--- config.mk ---
export PLATFORM = sky130hd
export DESIGN_NAME = chunk_row_start_gen_flat
export DESIGN_NICKNAME = d
export VERILOG_FILES = /design/src/rtl/chunk_row_start_gen_if.sv /design/src/rtl/chunk_row_start_gen.sv /design/src/flat_wrapper.sv
export SDC_FILE = /design/constraint.sdc
export NUM_CORES = 2
export LEC_CHECK = 0
export ABC_CLOCK_PERIOD_IN_PS = 16100
export BUFFER_PORTS_ARGS = -buffer_cell sky130_fd_sc_hd__buf_2
export CAP_MARGIN = 20
export CORE_UTILIZATION = 54
export CTS_CLUSTER_SIZE = 28
export DETAILED_ROUTE_END_ITERATION = 10
export GPL_ROUTABILITY_DRIVEN = 0
export PLACE_DENSITY = 0.74
export SLEW_MARGIN = 5
export SYNTH_ARGS = -nofsm -noshare
export SYNTH_HDL_FRONTEND = slang
export SYNTH_SLANG_ARGS = --single-unit
--- constraint.sdc ---
create_clock -name i_clk -period 16.1 [get_ports i_clk]
set_input_delay 2.415 -clock i_clk [delete_from_list [all_inputs] [get_ports i_clk]]
set_output_delay 2.415 -clock i_clk [all_outputs]
set_load 0.01 [all_outputs]
--- src/rtl/chunk_row_start_gen_if.sv ---
// Command and row-record bundle for chunk_row_start_gen.
//   master : command producer / row consumer (drives mofs_rdy, i_*, row_ack)
//   slave  : the row-start generator (drives mofs_ack, row_rdy, o_row_*)
// Command side : mofs_rdy/mofs_ack handshake with offsets, pads, bounds,
//                last counts, base address and per-dim boundary mode.
// Row side     : row_rdy/row_ack handshake with linear address, pad, valid,
//                islast and row index.
interface chunk_row_start_gen_if #(
    parameter int GBW    = 32,
    parameter int DIM    = 4,
    parameter int VSIZE  = 32,
    parameter int ROW_BW = 16
);
    localparam int V_BW = (VSIZE > 1) ? $clog2(VSIZE) : 1;

    logic                      mofs_rdy;
    logic                      mofs_ack;
    logic [DIM-1:0][GBW-1:0]   i_mofs;
    logic [DIM-1:0][V_BW-1:0]  i_mpad;
    logic [DIM-1:0][GBW-1:0]   i_mbound;
    logic [DIM-1:0][GBW-1:0]   i_mlast;
    logic [GBW-1:0]            i_maddr;
    logic [DIM-1:0][1:0]       i_mode;

    logic                      row_rdy;
    logic                      row_ack;
    logic [GBW-1:0]            o_row_linear;
    logic [V_BW-1:0]           o_row_pad;
    logic                      o_row_valid;
    logic                      o_row_islast;
    logic [ROW_BW-1:0]         o_row_idx;

    modport master (
        output mofs_rdy, i_mofs, i_mpad, i_mbound, i_mlast, i_maddr, i_mode, row_ack,
        input  mofs_ack, row_rdy, o_row_linear, o_row_pad, o_row_valid, o_row_islast, o_row_idx
    );

    modport slave (
        input  mofs_rdy, i_mofs, i_mpad, i_mbound, i_mlast, i_maddr, i_mode, row_ack,
        output mofs_ack, row_rdy, o_row_linear, o_row_pad, o_row_valid, o_row_islast, o_row_idx
    );
endinterface

--- src/rtl/chunk_row_start_gen.sv ---
// Row-start generator for the chunk address looper.
// Accepts one chunk command, walks the DIM-1 outer dimensions (dim DIM-2
// innermost) and emits one registered row-start record per row.
// Ports:
//   i_clk  : clock
//   i_rst  : asynchronous active-low reset
//   bus    : chunk_row_start_gen_if.slave (command in, row records out)
module chunk_row_start_gen #(
    parameter int GBW    = 32,
    parameter int DIM    = 4,
    parameter int VSIZE  = 32,
    parameter int ROW_BW = 16
) (
    input  logic                   i_clk,
    input  logic                   i_rst,
    chunk_row_start_gen_if.slave   bus
);
    localparam int V_BW = (VSIZE > 1) ? $clog2(VSIZE) : 1;
    localparam int RD   = DIM - 1;   // number of row dimensions

    localparam logic [1:0] MODE_WRAP = 2'd1;
    localparam logic [1:0] MODE_SKIP = 2'd2;

    typedef enum logic {ST_IDLE = 1'b0, ST_RUN = 1'b1} state_t;

    state_t                    state_q;
    logic [RD-1:0][GBW-1:0]    mofs_q;
    logic [RD-1:0][GBW-1:0]    mlast_q;
    logic [RD-1:0][1:0]        mode_q;
    logic [DIM-1:0][GBW-1:0]   mbound_q;
    logic [DIM-1:0][V_BW-1:0]  mpad_q;
    logic [GBW-1:0]            maddr_q;
    logic [RD-1:0][GBW-1:0]    cnt_q;
    logic [RD-1:0][GBW-1:0]    cnt_d;
    logic [ROW_BW-1:0]         idx_q;
    logic                      gen_done_q;   // last row has been generated

    logic                      row_rdy_q;
    logic [GBW-1:0]            row_linear_q;
    logic [V_BW-1:0]           row_pad_q;
    logic                      row_valid_q;
    logic                      row_islast_q;
    logic [ROW_BW-1:0]         row_idx_q;

    logic idle;
    logic step_en;
    logic finish;

    // While idle the first row is computed straight from the command inputs,
    // so it can be registered on the accepting edge itself.
    logic [RD-1:0][GBW-1:0]    src_mofs;
    logic [RD-1:0][GBW-1:0]    src_last;
    logic [RD-1:0][1:0]        src_mode;
    logic [DIM-1:0][GBW-1:0]   src_bound;
    logic [DIM-1:0][V_BW-1:0]  src_pad;
    logic [GBW-1:0]            src_maddr;

    assign idle      = (state_q == ST_IDLE);
    assign src_mofs  = idle ? bus.i_mofs[RD-1:0]  : mofs_q;
    assign src_last  = idle ? bus.i_mlast[RD-1:0] : mlast_q;
    assign src_mode  = idle ? bus.i_mode[RD-1:0]  : mode_q;
    assign src_bound = idle ? bus.i_mbound        : mbound_q;
    assign src_pad   = idle ? bus.i_mpad          : mpad_q;
    assign src_maddr = idle ? bus.i_maddr         : maddr_q;

    // Per-dimension boundary correction.
    logic [GBW-1:0] corr_w   [RD];
    logic           ok_w     [RD];
    logic           skip_w   [RD];
    logic           at_end_w [RD];

    for (genvar gi = 0; gi < RD; gi++) begin : g_dim
        logic [GBW-1:0] u;
        logic           neg;
        logic           over;
        logic [GBW-1:0] corr;
        logic           ok;

        assign u    = cnt_q[gi] + src_mofs[gi];
        assign neg  = u[GBW-1];
        assign over = !neg && ($signed(u) >= $signed(src_bound[gi]));

        always_comb begin
            corr = u;
            ok   = 1'b1;
            if (src_mode[gi] == MODE_WRAP) begin
                if (neg)       corr = u + src_bound[gi];
                else if (over) corr = u - src_bound[gi];
            end else if (neg) begin
                corr = '0;
                ok   = 1'b0;
            end else if (over) begin
                // Clamp to the start of the last in-bounds step of this dim.
                corr = src_bound[gi] - src_bound[gi+1];
                ok   = 1'b0;
            end
        end

        assign corr_w[gi]   = corr;
        assign ok_w[gi]     = ok;
        assign skip_w[gi]   = (src_mode[gi] == MODE_SKIP) && !ok;
        assign at_end_w[gi] = (cnt_q[gi] == src_last[gi]);
    end

    // Row record and counter advance for the row the counters point at.
    logic [GBW-1:0]  sum_lin;
    logic [V_BW-1:0] pad_c;
    logic            row_ok;
    logic            skip_hit;
    logic            is_last;
    logic            skip_row;

    always_comb begin
        logic carry;
        sum_lin  = src_maddr;
        pad_c    = '0;
        row_ok   = 1'b1;
        skip_hit = 1'b0;
        is_last  = 1'b1;
        for (int i = 0; i < RD; i++) begin
            sum_lin  = sum_lin + corr_w[i];
            row_ok   = row_ok & ok_w[i];
            skip_hit = skip_hit | skip_w[i];
            is_last  = is_last & at_end_w[i];
            if (at_end_w[i]) pad_c = pad_c | src_pad[i];
        end
        if (is_last) pad_c = pad_c | src_pad[DIM-1];

        // Innermost dim steps; an at-end dim wraps to 0 and carries outward.
        carry = 1'b1;
        for (int i = RD - 1; i >= 0; i--) begin
            cnt_d[i] = cnt_q[i];
            if (carry) begin
                if (at_end_w[i]) begin
                    cnt_d[i] = '0;
                end else begin
                    cnt_d[i] = cnt_q[i] + src_bound[i+1];
                    carry    = 1'b0;
                end
            end
        end
    end

    // The last row is always emitted so the consumer sees islast.
    assign skip_row = skip_hit && !is_last;
    assign step_en  = idle ? bus.mofs_rdy : ((!row_rdy_q || bus.row_ack) && !gen_done_q);
    assign finish   = !idle && row_rdy_q && bus.row_ack && row_islast_q;

    always_ff @(posedge i_clk or negedge i_rst) begin
        if (!i_rst) begin
            state_q      <= ST_IDLE;
            mofs_q       <= '0;
            mlast_q      <= '0;
            mode_q       <= '0;
            mbound_q     <= '0;
            mpad_q       <= '0;
            maddr_q      <= '0;
            cnt_q        <= '0;
            idx_q        <= '0;
            gen_done_q   <= 1'b0;
            row_rdy_q    <= 1'b0;
            row_linear_q <= '0;
            row_pad_q    <= '0;
            row_valid_q  <= 1'b0;
            row_islast_q <= 1'b0;
            row_idx_q    <= '0;
        end else begin
            if (idle && bus.mofs_rdy) begin
                state_q  <= ST_RUN;
                mofs_q   <= bus.i_mofs[RD-1:0];
                mlast_q  <= bus.i_mlast[RD-1:0];
                mode_q   <= bus.i_mode[RD-1:0];
                mbound_q <= bus.i_mbound;
                mpad_q   <= bus.i_mpad;
                maddr_q  <= bus.i_maddr;
            end
            if (finish) begin
                state_q    <= ST_IDLE;
                row_rdy_q  <= 1'b0;
                cnt_q      <= '0;
                idx_q      <= '0;
                gen_done_q <= 1'b0;
            end
            if (step_en) begin
                cnt_q      <= cnt_d;
                idx_q      <= idx_q + 1'b1;
                gen_done_q <= is_last;
                if (skip_row) begin
                    row_rdy_q <= 1'b0;
                end else begin
                    row_rdy_q    <= 1'b1;
                    row_linear_q <= sum_lin;
                    row_pad_q    <= pad_c;
                    row_valid_q  <= row_ok;
                    row_islast_q <= is_last;
                    row_idx_q    <= idx_q;
                end
            end
        end
    end

    assign bus.mofs_ack     = bus.mofs_rdy && idle;
    assign bus.row_rdy      = row_rdy_q;
    assign bus.o_row_linear = row_linear_q;
    assign bus.o_row_pad    = row_pad_q;
    assign bus.o_row_valid  = row_valid_q;
    assign bus.o_row_islast = row_islast_q;
    assign bus.o_row_idx    = row_idx_q;
endmodule
--- src/flat_wrapper.sv ---
// flat-port wrapper written by rule: the top's interface ports become plain ports
module chunk_row_start_gen_flat 
#(
    parameter int GBW    = 32,
    parameter int DIM    = 4,
    parameter int VSIZE  = 32,
    parameter int ROW_BW = 16
)
  (i_clk, i_rst, bus_mofs_rdy, bus_i_mofs, bus_i_mpad, bus_i_mbound, bus_i_mlast, bus_i_maddr, bus_i_mode, bus_row_ack, bus_mofs_ack, bus_row_rdy, bus_o_row_linear, bus_o_row_pad, bus_o_row_valid, bus_o_row_islast, bus_o_row_idx);
  chunk_row_start_gen_if #(.GBW(GBW), .DIM(DIM), .VSIZE(VSIZE), .ROW_BW(ROW_BW)) bus_i ();
  input  logic i_clk;
  input  logic i_rst;
  input wire logic [$bits(bus_i.mofs_rdy)-1:0] bus_mofs_rdy;
  input wire logic [$bits(bus_i.i_mofs)-1:0] bus_i_mofs;
  input wire logic [$bits(bus_i.i_mpad)-1:0] bus_i_mpad;
  input wire logic [$bits(bus_i.i_mbound)-1:0] bus_i_mbound;
  input wire logic [$bits(bus_i.i_mlast)-1:0] bus_i_mlast;
  input wire logic [$bits(bus_i.i_maddr)-1:0] bus_i_maddr;
  input wire logic [$bits(bus_i.i_mode)-1:0] bus_i_mode;
  input wire logic [$bits(bus_i.row_ack)-1:0] bus_row_ack;
  output wire logic [$bits(bus_i.mofs_ack)-1:0] bus_mofs_ack;
  output wire logic [$bits(bus_i.row_rdy)-1:0] bus_row_rdy;
  output wire logic [$bits(bus_i.o_row_linear)-1:0] bus_o_row_linear;
  output wire logic [$bits(bus_i.o_row_pad)-1:0] bus_o_row_pad;
  output wire logic [$bits(bus_i.o_row_valid)-1:0] bus_o_row_valid;
  output wire logic [$bits(bus_i.o_row_islast)-1:0] bus_o_row_islast;
  output wire logic [$bits(bus_i.o_row_idx)-1:0] bus_o_row_idx;
  assign bus_i.mofs_rdy = bus_mofs_rdy;
  assign bus_i.i_mofs = bus_i_mofs;
  assign bus_i.i_mpad = bus_i_mpad;
  assign bus_i.i_mbound = bus_i_mbound;
  assign bus_i.i_mlast = bus_i_mlast;
  assign bus_i.i_maddr = bus_i_maddr;
  assign bus_i.i_mode = bus_i_mode;
  assign bus_i.row_ack = bus_row_ack;
  assign bus_mofs_ack = bus_i.mofs_ack;
  assign bus_row_rdy = bus_i.row_rdy;
  assign bus_o_row_linear = bus_i.o_row_linear;
  assign bus_o_row_pad = bus_i.o_row_pad;
  assign bus_o_row_valid = bus_i.o_row_valid;
  assign bus_o_row_islast = bus_i.o_row_islast;
  assign bus_o_row_idx = bus_i.o_row_idx;
  chunk_row_start_gen #(.GBW(GBW), .DIM(DIM), .VSIZE(VSIZE), .ROW_BW(ROW_BW)) u_core (.i_clk(i_clk), .i_rst(i_rst), .bus(bus_i));
endmodule
=== Word-level counts from Yosys, hierarchy flattened ===
Index checks and enable logic that the tools add are counted.

* Register bits after elaboration: 548
* Input port bits: 448
* Output and inout port bits: 57
* Word-level logic and storage cells: 154

* $add $sub $neg: 19
* Magnitude comparators: 3
* Equality and inequality tests: 11
* Muxes and demuxes: 53
* Bitwise operators: 11
* Reductions and logical operators: 27

{| class="wikitable"
|+ Operator list
! kind !! count
|-
| 32-bit two-way mux || 21
|-
| 32-bit adder || 12
|-
| 96-bit two-way mux || 4
|-
| 32-bit subtractor || 6
|-
| 128-bit two-way mux || 1
|-
| 32-bit == test || 3
|-
| 32-bit greater-or-equal comparator || 3
|-
| 16-bit two-way mux || 2
|-
| 20-bit two-way mux || 1
|-
| 5-bit two-way mux || 4
|-
| 1-bit two-way mux || 19
|-
| 16-bit by 1-bit adder with 16-bit output, second input constant || 1
|-
| 5-bit OR || 3
|-
| 1-bit logical AND || 12
|-
| 1-bit zero test || 9
|-
| 2-bit by 1-bit == test with 1-bit output, second input constant || 3
|-
| 2-bit == test, second input constant || 3
|-
| 6-bit two-way mux || 1
|-
| 2-bit AND reduction || 3
|-
| 1-bit bitwise AND || 4
|-
| 2-bit inequality test, second input constant || 2
|-
| 2-bit nonzero test || 2
|-
| 1-bit inverter || 2
|-
| 1-bit OR || 2
|-
| 1-bit logical OR || 1
|}

=== Longest topological paths before layout ===
* Word-level depth: 14
* Gate-level depth with buffers: 61
* Mapped depth without buffers: 52

=== Worst setup path after synthesis ===
Ideal clock, no wire load.

* Kind: register -> register
* Start: register u_core.state_q
* End: register u_core.row_linear_q[31], in the netlist u_core.bus.o_row_linear[31]
* Arrival time: 12.457 ns
* Setup slack: 3.525 ns
* Stages on the path, launching flop included: 53
* Cell sequence: dfrtp_1 -> clkbuf_1 -> buf_2 -> buf_2 -> buf_1 -> clkbuf_1 -> buf_2 -> clkbuf_1 -> clkbuf_1 -> mux2_2 -> ha_1 -> a21o_1 -> a21o_1 -> a221o_1 -> a221o_1 -> o21ai_1 -> a21oi_1 -> o41ai_4 -> (+17 left out) -> ha_1 -> inv_1 -> fa_1 -> nor2b_1 -> o21ai_0 -> a21boi_0 -> o21ai_0 -> a211oi_1 -> nor3b_1 -> o21ai_0 -> a31oi_1 -> o21ai_0 -> a31o_2 -> xnor2_1 -> xnor2_1 -> xnor2_1 -> mux2i_1 -> a21o_1

* Word-level cells in the longest chain between the ends: 14
* Elaborated cells between the ends (all ways): 77

{| class="wikitable"
|+ Ends and longest elaborated chain
! what !! line !! RTL
|-
| from (decl) || chunk_row_start_gen.sv:26 || <nowiki>state_t state_q;</nowiki>
|-
| from (signal assigned) || chunk_row_start_gen.sv:151 || <nowiki>state_q <= ST_IDLE;</nowiki>
|-
| from (signal assigned) || chunk_row_start_gen.sv:169 || <nowiki>state_q <= ST_RUN;</nowiki>
|-
| from (signal assigned) || chunk_row_start_gen.sv:178 || <nowiki>state_q <= ST_IDLE;</nowiki>
|-
| branches (longest 14 deep; another with 32-bit adder) || - ||
|-
| to (signal assigned) || chunk_row_start_gen.sv:192 || <nowiki>row_linear_q <= sum_lin;</nowiki>
|-
| to (decl) || chunk_row_start_gen.sv:39 || <nowiki>logic [GBW-1:0] row_linear_q;</nowiki>
|}

Several ways; the timed one is not identified.
A chain may end at the register's enable or synchronous reset.

=== Worst setup path after layout ===
* Start: input bus_i_mofs[0]
* End: register u_core.row_linear_q[31], in the netlist u_core.bus.o_row_linear[31]

* Word-level cells in the longest chain between the ends: 14
* Elaborated cells between the ends (all ways): 25

{| class="wikitable"
|+ Ends and longest elaborated chain
! what !! line !! RTL
|-
| from (decl) || flat_wrapper.sv:14 || <nowiki>input wire logic [$bits(bus_i.i_mofs)-1:0] bus_i_mofs;</nowiki>
|-
| 96-bit two-way mux * || chunk_row_start_gen.sv:59 || <nowiki>assign src_mofs = idle ? bus.i_mofs[RD-1:0] : mofs_q;</nowiki>
|-
| 32-bit adder * || chunk_row_start_gen.sv:79 || <nowiki>assign u = cnt_q[gi] + src_mofs[gi];</nowiki>
|-
| branches (longest 12 deep; another with 32-bit greater-or-equal comparator) || - ||
|}

Every way passes the cells marked *.

==> impl_metrics.csv <==
group,metric,value,unit
drt,drtPass1Iterations,10,
cts,clockBufferDepth,3,
setup_path,worst_setup_path_end_kind,"flip-flop",
logic_synthesis,synth_top_family_by_area,"compound AO/OA/AOI/OAI gates",
floorplan,dieArea,99100,um^2
timing,skew,0.0346,ns
cts,postCtsHoldBufs,0,
outcome,status,"complete, but fails checks",
logic_synthesis,synth_xor_area_share,7.32,%
timing,period_share,86.6,%
layout,drive_gt1_share,12.0,%
power,leakagePower,0.0313,uW
setup_path,cp_top_family,"compound AO/OA/AOI/OAI gates",
floorplan,fp-row-count,114,
setup_path,worstPathRequired,16.69,ns
logic_synthesis,synth_compound_area_share,20.6,%
power,peakVddDrop,0.275,mV
global_route,grt_max_degree,111,
cts,insertion_delay,0.67,ns
timing,setup_slack,2.16,ns
timing,rsz0062_at_grt,"false",
timing,tightest_slew,1.19,ns
placement,pre_cts_ws,1.91,ns
logic_synthesis,yosysSeqAreaShare,26.0,%
timing,fmax,71.7,MHz
logic_synthesis,synth-simple-area-share,18.3,%
timing,finalHoldViolCount,0,
power,pwr-share-clk,13.3,%
timing,maxSlewHeadroom,19.5,%
logic_synthesis,ys_dominant_reg_cell,"dfrtp_1",
global_route,grt_pass1_wl,274000,um
power,powerDensity,205,nW/um^2
power,switching_power,6120,uW
layout,area_delta_synth_final,11.0,%
global_route,grt_pass1_vias,47300,
drt,drtAntennaViolNets,0,
timing,finalSetupViolations,0,
setup_path,cpMaxStageDelayCell,"fa_1",
drt,drc,82,
logic_synthesis,synth_cells,6585,
cts,cts-root-buf,"clkbuf_16",
setup_path,crit_path_max_fanout,21,
logic_synthesis,synth-edff-count,0,
cts,postCtsSetupRepairBufs,0,
timing,layout_min_cycle_time,13.94,ns
logic_synthesis,synthesis.nets,7610,
logic_synthesis,synth_mux_area_share,8.03,%
cts,cts_tree,"built",
logic_synthesis,ys_ff_latch,548,
floorplan,pin_count,505,
placement,io_buffers,438,
layout,multiInputGateArea,36600,um^2
drt,wl_per_cell,22.1,um
logic_synthesis,synth-warning-count,0,
cts,numCtsBuffers,67,
logic_synthesis,synth_top_cell_area_share,26.0,%
setup_path,max_stage_delay,0.58,ns
timing,report.final.slew_viol_count,0,
layout,final-seq-area,13700,um^2
floorplan,core_region_area,96900,um^2
power,p_int,5890,uW
cts,cts.clk_slew.worst_paths,0.06,ns
drt,wirelength,182000,um
global_route,overflow,0,
placement,dp_hpwl,143000,um
power,combPwrFrac,71.7,%
setup_path,cpMostUsedCell,"o21ai_0",
floorplan,start_util,54.5,%
logic_synthesis,avgSynthCellArea,8.02,um^2
global_route,antenna_found_initial,15,
logic_synthesis,async_flop_share,100,%
layout,fill_cells,8601,
cts,h-tree-depth,3,
logic_synthesis,synth_cell_types,97,
drt,dr_total_vias,50700,
power,p_seq_share,15.0,%
cts,cts_sinks,548,
logic_synthesis,synth_area,52800,um^2
cts,cts-resized-gates,0,
flow_run,drv_cap,0,
floorplan,die_x,315,um
drt,drt_iter0_drc,6372,
power,swShare,50.9,%
logic_synthesis,synth_fa_ha_area_share,14.8,%
logic_synthesis,synth.area.top_cells,"dfrtp_1 26%, ha_1 12%, nand2_1 10%",
floorplan,die_h,315,um
setup_path,worstSetupPathType,"primary input to flip-flop",
setup_path,path_buf_inv,4,
setup_path,critPathLaunchType,"primary input",
drt,avgViaCountPerCell,6.16,
setup_path,critPathArrivalTime,14.54,ns
timing,fin_setup_tns,0,ns
logic_synthesis,yosysTopAreaCell,"dfrtp_1",
min_path,hold_class,"flip-flop to flip-flop",
global_route,grt_usage,35.8,%
layout,num-nets-final,7921,
outcome,violations,"design-rule violations",
-- worst paths after layout --
check	cells after the start	end	slack (ns)	startpoint
hold / removal	2	u_core.mofs_q[83]	0.47	u_core.mofs_q[83]
hold reg to reg	2	u_core.mofs_q[83]	0.47	u_core.mofs_q[83]
max in group asynchronous	4	u_core.mlast_q[81]	11.50	i_rst
min in group asynchronous	1	u_core.mofs_q[2]	1.74	i_rst
setup / recovery	51	u_core.bus.o_row_linear[31]	2.16	bus_i_mofs[0]
setup reg to reg	43	u_core.bus.o_row_linear[30]	2.60	u_core.state_q
-- layout by cell type (no fill, tap or decap), types with 36 or more instances in the layout --
master,netlist,routed
buf_2,37,437
nand4_1,36,36
xnor2_1,331,331
o21ai_1,47,47
mux2_2,122,122
o211ai_1,48,48
a22oi_1,41,41
inv_1,400,399
nor2_1,360,357
ha_1,500,500
o21ai_0,284,283
a31oi_1,42,42
xor2_1,107,107
or3_1,36,36
nand3_1,110,110
fa_1,77,77
o21bai_1,109,109
nor2b_1,52,52
mux2i_1,274,273
a211oi_1,41,41
nand2b_1,61,60
buf_4,6,74
o22ai_1,45,45
dfrtp_1,548,547
nor3_1,77,77
clkbuf_16,0,70
nand2_1,1417,1417
a22o_1,40,40
a21oi_1,450,450
a21o_1,170,170
o21a_1,53,53
-- flip-flops by register name (all words and copies together), names as in the netlist, 5 cells and up --
name,cells
u_core.mbound_q,128
u_core.cnt_q,96
u_core.mofs_q,96
u_core.mlast_q,96
u_core.idx_q,16
u_core.mpad_q,20
u_core.maddr_q,32
u_core.bus.o_row_idx,16
u_core.bus.o_row_linear,32
u_core.bus.o_row_pad,5
u_core.mode_q,6
-- through the flow --
step / util (%) / instances / hold slack (ns) / cell area, um^2 / power, uW
floorplan: - / 6585 / 0.438 / 52800 / 7860
CTS: 60.4 / 8220 / 0.472 / 58500 / 11800
global route: 60.5 / 8235 / 0.484 / 58600 / 12800
global placement: 58.0 / 8100 / 0.451 / 56200 / 9920
detailed placement: 58.0 / 8101 / 0.457 / 56200 / 10100
finish: 60.5 / 8236 / 0.469 / 58600 / 12000
-- cell usage after synthesis, types with 12 or more instances --
library cell	n
buf_1	23
o22ai_1	45
or3_1	36
o221ai_1	21
o21bai_1	109
o21a_1	53
fa_1	77
dfrtp_1	548
nor2b_1	52
ha_1	500
a221o_1	22
buf_2	37
inv_1	400
a22o_1	40
and3_1	31
a21o_1	170
nand2b_1	61
clkbuf_1	209
nand2_1	1417
o311ai_0	19
and4_1	12
xor2_1	107
o21ai_0	284
mux2i_1	274
xnor2_1	331
nand4_1	36
a31o_2	12
or2_2	17
a22oi_1	41
a21boi_0	12
a21oi_1	450
a211oi_1	41
mux2_2	122
nor3_1	77
o21ai_1	47
o211ai_1	48
nand3_1	110
a221oi_1	17
nor2_1	360
o31ai_1	30
a31oi_1	42
nor4_1	31
-- logic make-up (layout without fill, tap and decap cells) --
group,Yosys count,in the layout
adder cells (fa/ha/maj),577,577
XOR/XNOR,439,439
multiplexers,407,407
flip-flops,548,548
buffers and inverters,678,1039
other,0,14
AO/OA/AOI/OAI,1653,1653
AND/OR/NAND/NOR,2283,2283
-- routing by layer --
metal	track usage, %	vias up	wire length (um)	part of all wire (%)
met5	0	-	0	0
met4	23.5	0	13300	7.3
met1	47.3	23900	73100	40
li1	-	23600	-	-
met2	53.7	2602	77800	43
met3	6.62	547	18000	9.9
-- power groups by stage --
stage	registers, uW	logic [uW]	clock network, uW
after global placement	1810	8120	0
final	1800	8620	1600
after CTS	1790	8370	1620
after detailed placement	1820	8310	0
after floorplan	1790	6070	0
after global routing	1820	9350	1660
-- area by class of cell --
| cell class | instances | area share (%) |
|---|---|---|
| inverter | 403 | 2.59 |
| antenna | 14 | 0.0598 |
| timing repair buffer | 517 | 4.90 |
| clock inverter | 25 | 0.561 |
| tap | 1276 | 2.72 |
| multi-input combinational | 5359 | 62.4 |
| clock buffer | 94 | 3.35 |
| sequential | 548 | 23.4 |
-- worst reg2reg max path, delay by kind of cell (launching register included) --
kind	cells	cell delay [ns]
buffers and inverters	4	0.89
and+or+nand+nor	5	1.57
xor gates and xnor gates	2	0.39
DFF	1	0.89
adders and majority gates	5	2.11
muxes	2	1.23
AOI/OAI and AO/OA	25	6.29
Power figures use the tool's default switching activity.
